==> src/rtl/pwm_pkg.sv <==
// Shared constants and types for the multi-channel PWM peripheral.
// Register map addresses, mode bit positions and the centre-mode direction states.
package pwm_pkg;
  localparam logic [5:0] ADDR_PRESCALE = 6'h20;
  localparam logic [5:0] ADDR_MODE     = 6'h21;

  localparam int MODE_CENTRE = 0;
  localparam int MODE_RUN    = 1;

  typedef enum logic {UP, DOWN} dir_t;
endpackage

==> src/rtl/pwm_timebase.sv <==
// PWM timebase: prescaler, edge/centre main counter and period-load generation.
// load is combinational on the wrapping tick; period_start is registered (1 cycle); no backpressure.
module pwm_timebase
  import pwm_pkg::*;
#(
  parameter int RES        = 8,
  parameter int PRESCALE_W = 8
) (
  input  logic                  clk,
  input  logic                  rst,
  input  logic                  run,
  input  logic                  centre,
  input  logic [PRESCALE_W-1:0] prescale,
  input  logic                  restart,
  output logic [RES-1:0]        cnt,
  output logic                  load,
  output logic                  period_start
);
  localparam logic [RES-1:0] MAX = '1;
  localparam logic [RES-1:0] ONE = RES'(1);

  logic [PRESCALE_W-1:0] pcnt, pcnt_nxt;
  logic [RES-1:0]        cnt_nxt;
  dir_t                  dir, dir_nxt;
  logic                  tick;

  always_ff @(posedge clk) begin
    if (rst) begin
      pcnt         <= '0;
      cnt          <= '0;
      dir          <= UP;
      period_start <= 1'b0;
    end else begin
      pcnt         <= pcnt_nxt;
      cnt          <= cnt_nxt;
      dir          <= dir_nxt;
      period_start <= load | restart;
    end
  end

  always_comb begin
    pcnt_nxt = pcnt;
    cnt_nxt  = cnt;
    dir_nxt  = dir;
    tick     = 1'b0;
    load     = 1'b0;
    if (restart || !run) begin
      pcnt_nxt = '0;
      cnt_nxt  = '0;
      dir_nxt  = UP;
    end else begin
      tick     = (pcnt == prescale);
      pcnt_nxt = tick ? '0 : pcnt + 1'b1;
      if (tick) begin
        if (!centre) begin
          cnt_nxt = cnt + 1'b1;
          load    = (cnt == MAX);
        end else begin
          unique case (dir)
            UP: begin
              if (cnt == MAX) begin
                cnt_nxt = MAX - 1'b1;
                dir_nxt = DOWN;
              end else begin
                cnt_nxt = cnt + 1'b1;
              end
            end
            DOWN: begin
              // Bottom of the triangle: return to 0 and reload, no repeated 0 tick.
              if (cnt <= ONE) begin
                cnt_nxt = '0;
                dir_nxt = UP;
                load    = 1'b1;
              end else begin
                cnt_nxt = cnt - 1'b1;
              end
            end
            default: dir_nxt = UP;
          endcase
        end
      end
    end
  end
endmodule

==> src/rtl/pwm_multi_channel.sv <==
// Multi-channel PWM: register decode, shadow/active duties, per-channel compare and gating.
// Write-to-register 1 cycle, cnt-to-out 1 cycle (registered); no backpressure.
module pwm_multi_channel
  import pwm_pkg::*;
#(
  parameter int NUM_CH     = 16,
  parameter int RES        = 8,
  parameter int PRESCALE_W = 8
) (
  input  logic              clk,
  input  logic              rst,
  input  logic              wr_valid,
  input  logic [5:0]        wr_addr,
  input  logic [RES-1:0]    wr_data,
  input  logic [NUM_CH-1:0] en_out,
  input  logic [NUM_CH-1:0] en_pwm,
  output logic [NUM_CH-1:0] out,
  output logic              period_start
);
  localparam logic [RES-1:0] MAX = '1;

  logic [RES-1:0]        duty_shd [NUM_CH];
  logic [RES-1:0]        duty_act [NUM_CH];
  logic [PRESCALE_W-1:0] prescale;
  logic [1:0]            mode;
  logic [RES-1:0]        cnt;
  logic                  load;
  logic                  restart;
  logic [NUM_CH-1:0]     out_nxt;

  assign restart = wr_valid && (wr_addr == ADDR_PRESCALE || wr_addr == ADDR_MODE);

  always_ff @(posedge clk) begin
    if (rst) begin
      prescale <= '0;
      mode     <= '0;
    end else if (wr_valid) begin
      if (wr_addr == ADDR_PRESCALE) prescale <= wr_data[PRESCALE_W-1:0];
      if (wr_addr == ADDR_MODE)     mode     <= wr_data[1:0];
    end
  end

  // Active copy reads the old shadow, so a same-cycle duty write lands one period later.
  always_ff @(posedge clk) begin
    if (rst) begin
      for (int i = 0; i < NUM_CH; i++) begin
        duty_shd[i] <= '0;
        duty_act[i] <= '0;
      end
    end else begin
      for (int i = 0; i < NUM_CH; i++) begin
        if (load || restart) duty_act[i] <= duty_shd[i];
        if (wr_valid && wr_addr == 6'(i)) duty_shd[i] <= wr_data;
      end
    end
  end

  pwm_timebase #(
    .RES       (RES),
    .PRESCALE_W(PRESCALE_W)
  ) u_timebase (
    .clk         (clk),
    .rst         (rst),
    .run         (mode[MODE_RUN]),
    .centre      (mode[MODE_CENTRE]),
    .prescale    (prescale),
    .restart     (restart),
    .cnt         (cnt),
    .load        (load),
    .period_start(period_start)
  );

  for (genvar g = 0; g < NUM_CH; g++) begin : g_ch
    logic pwm;
    assign pwm        = (duty_act[g] == MAX) | (cnt < duty_act[g]);
    assign out_nxt[g] = en_out[g] ? (en_pwm[g] ? pwm : 1'b1) : 1'b0;
  end

  always_ff @(posedge clk) begin
    if (rst) out <= '0;
    else     out <= out_nxt;
  end
endmodule
==> config.mk <==
export PLATFORM = sky130hd
export DESIGN_NAME = pwm_multi_channel
export DESIGN_NICKNAME = d
export VERILOG_FILES = /design/src/rtl/pwm_pkg.sv /design/src/rtl/pwm_timebase.sv /design/src/rtl/pwm_multi_channel.sv
export SDC_FILE = /design/constraint.sdc
export NUM_CORES = 1
export LEC_CHECK = 0
export ABC_AREA = 1
export CORE_ASPECT_RATIO = 0.75
export CORE_MARGIN = 3
export CORE_UTILIZATION = 40
export DETAILED_ROUTE_END_ITERATION = 7
export PLACE_DENSITY = 0.7
export SLEW_MARGIN = 10
export SYNTH_ARGS = -nofsm -noshare
export SYNTH_HDL_FRONTEND = slang
export SYNTH_SLANG_ARGS = --single-unit
==> constraint.sdc <==
create_clock -name clk -period 4.4 [get_ports clk]
set_input_delay 0.66 -clock clk [delete_from_list [all_inputs] [get_ports clk]]
set_output_delay 0.66 -clock clk [all_outputs]
set_load 0.03 [all_outputs]
==> results of run 1 <==
==> worst max path at each step <==
stage                            startpoint              end  slack (ns)  cells after the start
final                     u_timebase.cnt[1]  duty_act[1][46]        1.48                     11
after global placement           wr_addr[4]  duty_act[1][46]        1.05                     10
after detailed placement           wr_valid  duty_act[1][46]        0.97                     10
after global routing      u_timebase.cnt[1]  duty_act[1][46]        1.23                     11
after CTS                 u_timebase.cnt[1]  duty_act[1][46]        1.46                     11
after floorplan           u_timebase.cnt[0]   duty_act[0][0]        0.76                     11
==> power by group through the flow <==
stage	logic, mW	registers (mW)	clock network [mW]
2_1_floorplan	0.229	3.34	0
3_3_place_gp	0.391	3.34	0
3_5_place_dp	0.404	3.34	0
4_1_cts	0.407	3.28	2.47
5_1_grt	0.450	3.29	2.57
6_report	0.402	3.28	2.42
==> critical path, stage by stage, from the launching register on <==
cell and delay (ns):
dfxtp_1 0.48, inv_1 0.20, ha_1 0.27, nor2_1 0.06
nor2_1 0.14, nand3_1 0.13, a21oi_2 0.19, nand3_4 0.09
nand2_4 0.10, inv_1 0.07, nand2_4 0.42, buf_4 0.40
==> cell usage in the layout (no fill, tap or decap), drive strengths merged <==
cell / instances
inv: 302
edfxtp: 256
nor2: 251
nand2: 179
ha: 116
a21oi: 101
clkdlybuf4s50: 65
nand4: 45
o21a: 44
dfxtp: 44
clkbuf: 41
o21ai: 36
nand3: 32
buf: 29
clkinv: 9
xor2: 8
nor4: 5
nor3: 3
a31oi: 3
clkinvlp: 3
o31ai: 2
xnor2: 2
or2: 1
bufinv: 1
==> routing by layer <==
layer	part of all wire	up-vias	track usage
li1	-	5000	-
met1	0.45	4710	0.229
met2	0.45	273	0.265
met3	0.066	83	0.0370
met4	0.032	2	0.0529
met5	0.00027	-	0
==> synthesized netlist by cell type, drive strengths merged <==
cell	n
o31ai	2
xor2	8
nor4	5
nand3	32
dfxtp	44
nand2	179
a31oi	3
buf	15
edfxtp	256
nor2	251
nand4	45
or2	1
nor3	3
clkinv	3
ha	116
a21oi	101
inv	299
xnor2	2
o21a	44
clkbuf	18
o21ai	36
==> kinds of logic after synthesis <==
family          Yosys count
simple gates            516
buf+inv                 335
flops                   300
compound gates          186
fa+ha+maj               116
xor+xnor                 10
==> sequential cells by signal, summed over array words and instances (netlist names) <==
| register | cells |
|---|---|
| prescale | 8 |
| duty_act | 128 |
| out | 16 |
| u_timebase.dir | 1 |
| duty_shd | 128 |
| u_timebase.period_start | 1 |
| u_timebase.pcnt | 8 |
| mode | 2 |
| u_timebase.cnt | 8 |
==> final cells by class <==
class / instances / area (um^2)
tap: 504 / 631
multi-input combinational: 828 / 5380
clock inverter: 13 / 110
fill: 3368 / 19900
inverter: 302 / 1130
timing repair buffer: 94 / 906
clock buffer: 41 / 801
sequential: 300 / 8570
==> metrics by stage <==
stage                     power [mW]  setup WS, ns  hold WS, ns  cells   util
after floorplan                 3.57         0.762        0.444   1463      -
after global placement          3.73          1.05        0.453   2028  0.444
after detailed placement        3.74         0.973        0.463   2028  0.444
after CTS                       6.15          1.46        0.475   2082  0.468
after global routing            6.31          1.23        0.500   2082  0.468
final                           6.09          1.48        0.475   2082  0.468
==> run_results.csv, run 1 <==
group,metric,value,unit
die,design.core.area,37500,um^2
finish,area_growth,14.2,%
die,die_h,176,um
global_route,antenna_found_initial,1,
timing,min_period_over_period,0.664,
logic_synthesis,ys_seq_area_frac,0.558,
logic_synthesis,yosys.area_share.adder,0.0945,
logic_synthesis,synth_xor_area_frac,0.00570,
logic_synthesis,yosys-mux-area-fraction,0,
pwr,swShare,0.229,
clocking,cts_setup_buffers,0,
timing,skew,0.0226,ns
place,dp_hpwl,23.0,mm
place,dpl_cell_area,16600,um^2
logic_synthesis,synth-simple-area-share,0.181,
pwr,p_sw,1.39,mW
logic_synthesis,synth_cell_types,36,
pwr,intPower,4.70,mW
critical_path,arrival,3.16,ns
pwr,ir_drop,0.310,mV
routing,drc,0,
critical_path,r2r_slack,1.48,ns
finish,antenna_cells,0,
timing,drv_slew,0,
min_path,holdPathStages,2,
die,die-area,40800,um^2
logic_synthesis,ys_seq_elements,300,
critical_path,crit-reg2reg-capture,"duty_act[1][46]",
finish,final_nets,1720,
finish,drive_gt1_frac,0.117,
routing,wire_per_inst,16.1,um
global_route,grt_max_degree,50,
global_route,grt_pass1_vias,9941,
routing,drt_iter0_markers,652,
clocking,cts_resized,0,
critical_path,r2r-start,"u_timebase.cnt[1]",
place,gp_congestion,0.847,
global_route,overflow,0,
global_route,grt_pass1_wl,53.2,mm
clocking,cts_tree,"built",
logic_synthesis,synth.top_cell.area_share,0.501,
routing,wirelength,33.5,mm
critical_path,cp-start-kind,"register",
critical_path,rr_worst_depth,11,
pwr,clkPwrFrac,0.396,
global_route,grt_use_total,0.167,
routing,ant_nets,0,
critical_path,crit_type,"register to register",
timing,final_hold_viol_count,0,
min_path,hold_class,"register to register",
timing,max_freq,0.342,GHz
pwr,p_per_area,348,nW/um^2
clocking,clk_pin_slew,0.07,ns
place,port_buffers,65,
pwr,p_seq_frac,0.538,
routing,drt_pass1_iterations,5,
routing,vias,10100,
clocking,cts_buffer_depth,3,
clocking,cts-root-buf,"clkbuf_16",
die,die_w,232,um
logic_synthesis,yosysTopAreaCell,"edfxtp_1",
logic_synthesis,synth_compound_area_frac,0.0686,
logic_synthesis,syn_nets,1628,
logic_synthesis,synth_top_family_by_area,"simple AND/OR/NAND/NOR gates",
timing,rsz0062_at_grt,"false",
clocking,hold_buffers,0,
run_status,status,"finished clean",
pwr,power.leakage,7.37,nW
timing,setup_viol,0,
finish,final_area,17500,um^2
logic_synthesis,avgSynthCellArea,10.5,um^2
logic_synthesis,syn_area,15400,um^2
timing,tightest_slew,1.08,ns
die,rows,61,
pwr,p_comb_frac,0.066,
logic_synthesis,synth_area_leaders,"edfxtp_1, ha_1, inv_1",
clocking,clk_latency,0.57,ns
job,cap_violations,0,
min_path,hp-start,"prescale[3]",
logic_synthesis,syn_inst,1463,
timing,slew_headroom,0.270,
critical_path,critPathCaptureType,"register",
clocking,cts_max_level,1,
critical_path,cp_max_fo,41,
die,start_util,0.410,
timing,final.setup.tns,0,ns
min_path,holdPathEnd,"prescale[3]",
clocking,cts.sinks,300,
critical_path,worstPathRequired,4.63,ns
logic_synthesis,yosys_warnings,0,
routing,vias_per_cell,4.84,
die,pin_count,66,
clocking,cts_made_buffers,29,
timing,finalCriticalPeriod,2.92,ns
Power figures use the tool's default switching activity.
==> run 2, diff against run 1 <==
==> constraint.sdc (replaced) <==
create_clock -name clk -period 2.5 [get_ports clk]
set_input_delay 0.375 -clock clk [delete_from_list [all_inputs] [get_ports clk]]
set_output_delay 0.375 -clock clk [all_outputs]
set_load 0.03 [all_outputs]
==> run_results.csv, run 2 (synthesized netlist as in run 1, its figures left out) <==
group,metric,value,unit
run_status,status,"finished clean",
place,dp_hpwl,24.1,mm
place,dpl_cell_area,17000,um^2
clocking,clk_pin_slew,0.07,ns
global_route,overflow,0,
routing,vias,10200,
clocking,cts_resized,0,
finish,drive_gt1_frac,0.136,
global_route,grt_use_total,0.170,
die,design.core.area,37500,um^2
finish,area_growth,17.3,%
global_route,grt_pass1_wl,54.1,mm
clocking,cts_made_buffers,30,
die,rows,61,
global_route,grt_max_degree,50,
timing,tightest_slew,0.614,ns
routing,wirelength,33.9,mm
finish,layout_common_cells,"inv_1, edfxtp_1, nand2_1",
finish,fill_cells,3350,
timing,max_freq,0.446,GHz
routing,drt_iter0_markers,740,
timing,rsz0062_at_grt,"false",
place,port_buffers,65,
routing,wire_per_inst,16.0,um
pwr,power.leakage,7.63,nW
timing,finalCriticalPeriod,2.24,ns
routing,drc,0,
routing,ant_nets,0,
timing,setup_viol,0,
pwr,p_per_area,610,nW/um^2
timing,drv_slew,0,
global_route,antenna_found_initial,1,
routing,drt_pass1_iterations,5,
min_path,hold_class,"input pin to register",
job,cap_violations,0,
die,die-area,40800,um^2
clocking,cts.sinks,300,
clocking,cts-root-buf,"clkbuf_16",
place,gp_congestion,0.878,
pwr,ir_drop,0.486,mV
global_route,grt_pass1_vias,10000,
timing,final.setup.tns,0,ns
clocking,cts_setup_buffers,0,
die,die_w,232,um
critical_path,worstPathRequired,2.75,ns
critical_path,critPathCaptureType,"register",
finish,antenna_cells,0,
timing,skew,0.0401,ns
critical_path,cp-start-kind,"register",
finish,final_area,18000,um^2
clocking,hold_buffers,0,
routing,vias_per_cell,4.82,
timing,final_hold_viol_count,0,
clocking,cts_max_level,1,
finish,top_regs,"duty_act (128), duty_shd (128), out (16)",
clocking,clk_latency,0.58,ns
die,pin_count,66,
clocking,cts_tree,"built",
timing,slew_headroom,0.590,
die,die_h,176,um
die,start_util,0.410,
finish,final_nets,1756,
timing,min_period_over_period,0.896,
pwr,p_total,11.0,mW
critical_path,crit_type,"register to register",
critical_path,cp_max_fo,25,
critical_path,arrival,2.49,ns
clocking,cts_buffer_depth,3,
finish,layout_commonest_cell,"inv_1",
run 2: final cells by class:
type	count	area [um^2]	share of cell area
tap	504	631	0.0350
timing repair buffer	129	1290	0.0719
clock inverter	12	149	0.00827
multi-input combinational	828	5400	0.300
sequential	300	8570	0.476
inverter	302	1130	0.0630
clock buffer	43	830	0.0461
run 2: power by group:
group / internal (mW) / total (mW) / switching (mW)
Clock: 2.61 / 4.46 / 1.85
Combinational: 0.271 / 0.744 / 0.473
Sequential: 5.68 / 5.77 / 0.0843
run 2: final timing paths:
| kind | startpoint | end | slack [ns] | cells past startpoint |
|---|---|---|---|---|
| worst max-delay path | u_timebase.cnt[1] | duty_act[1][38] | 0.26 | 11 |
| worst min-delay path | en_out[0] | out[0] | 0.33 | 3 |
| worst max register to register | u_timebase.cnt[1] | duty_act[1][38] | 0.26 | 11 |
| worst min register to register | prescale[0] | prescale[0] | 0.47 | 2 |
run 2: routing by layer:
layer	vias to the layer above	part of all wire	track usage
met2	296	0.45	0.270
met1	4789	0.45	0.239
met4	0	0.029	0.0537
met5	-	0	0
met3	60	0.065	0.0295
li1	5072	-	-
run 2: metrics by stage:
| step | setup WS [ns] | cells | util | hold slack, ns |
|---|---|---|---|---|
| floorplan | 0.0105 | 1463 | - | 0.444 |
| detailed placement | 0.0119 | 2063 | 0.454 | 0.461 |
| finish | 0.260 | 2118 | 0.480 | 0.329 |
| global placement | 0.0312 | 2063 | 0.454 | 0.457 |
| global route | 0.101 | 2118 | 0.480 | 0.339 |
| CTS | 0.258 | 2118 | 0.480 | 0.306 |
run 2: critical path, stage by stage (launching register included):
cell	delay (ns)
dfxtp_2	0.33
inv_1	0.12
ha_2	0.25
nor2_1	0.05
nor2_1	0.14
nand3_1	0.13
a21oi_2	0.19
nand3_4	0.09
nand2_4	0.09
inv_1	0.10
nand2_8	0.20
buf_12	0.21
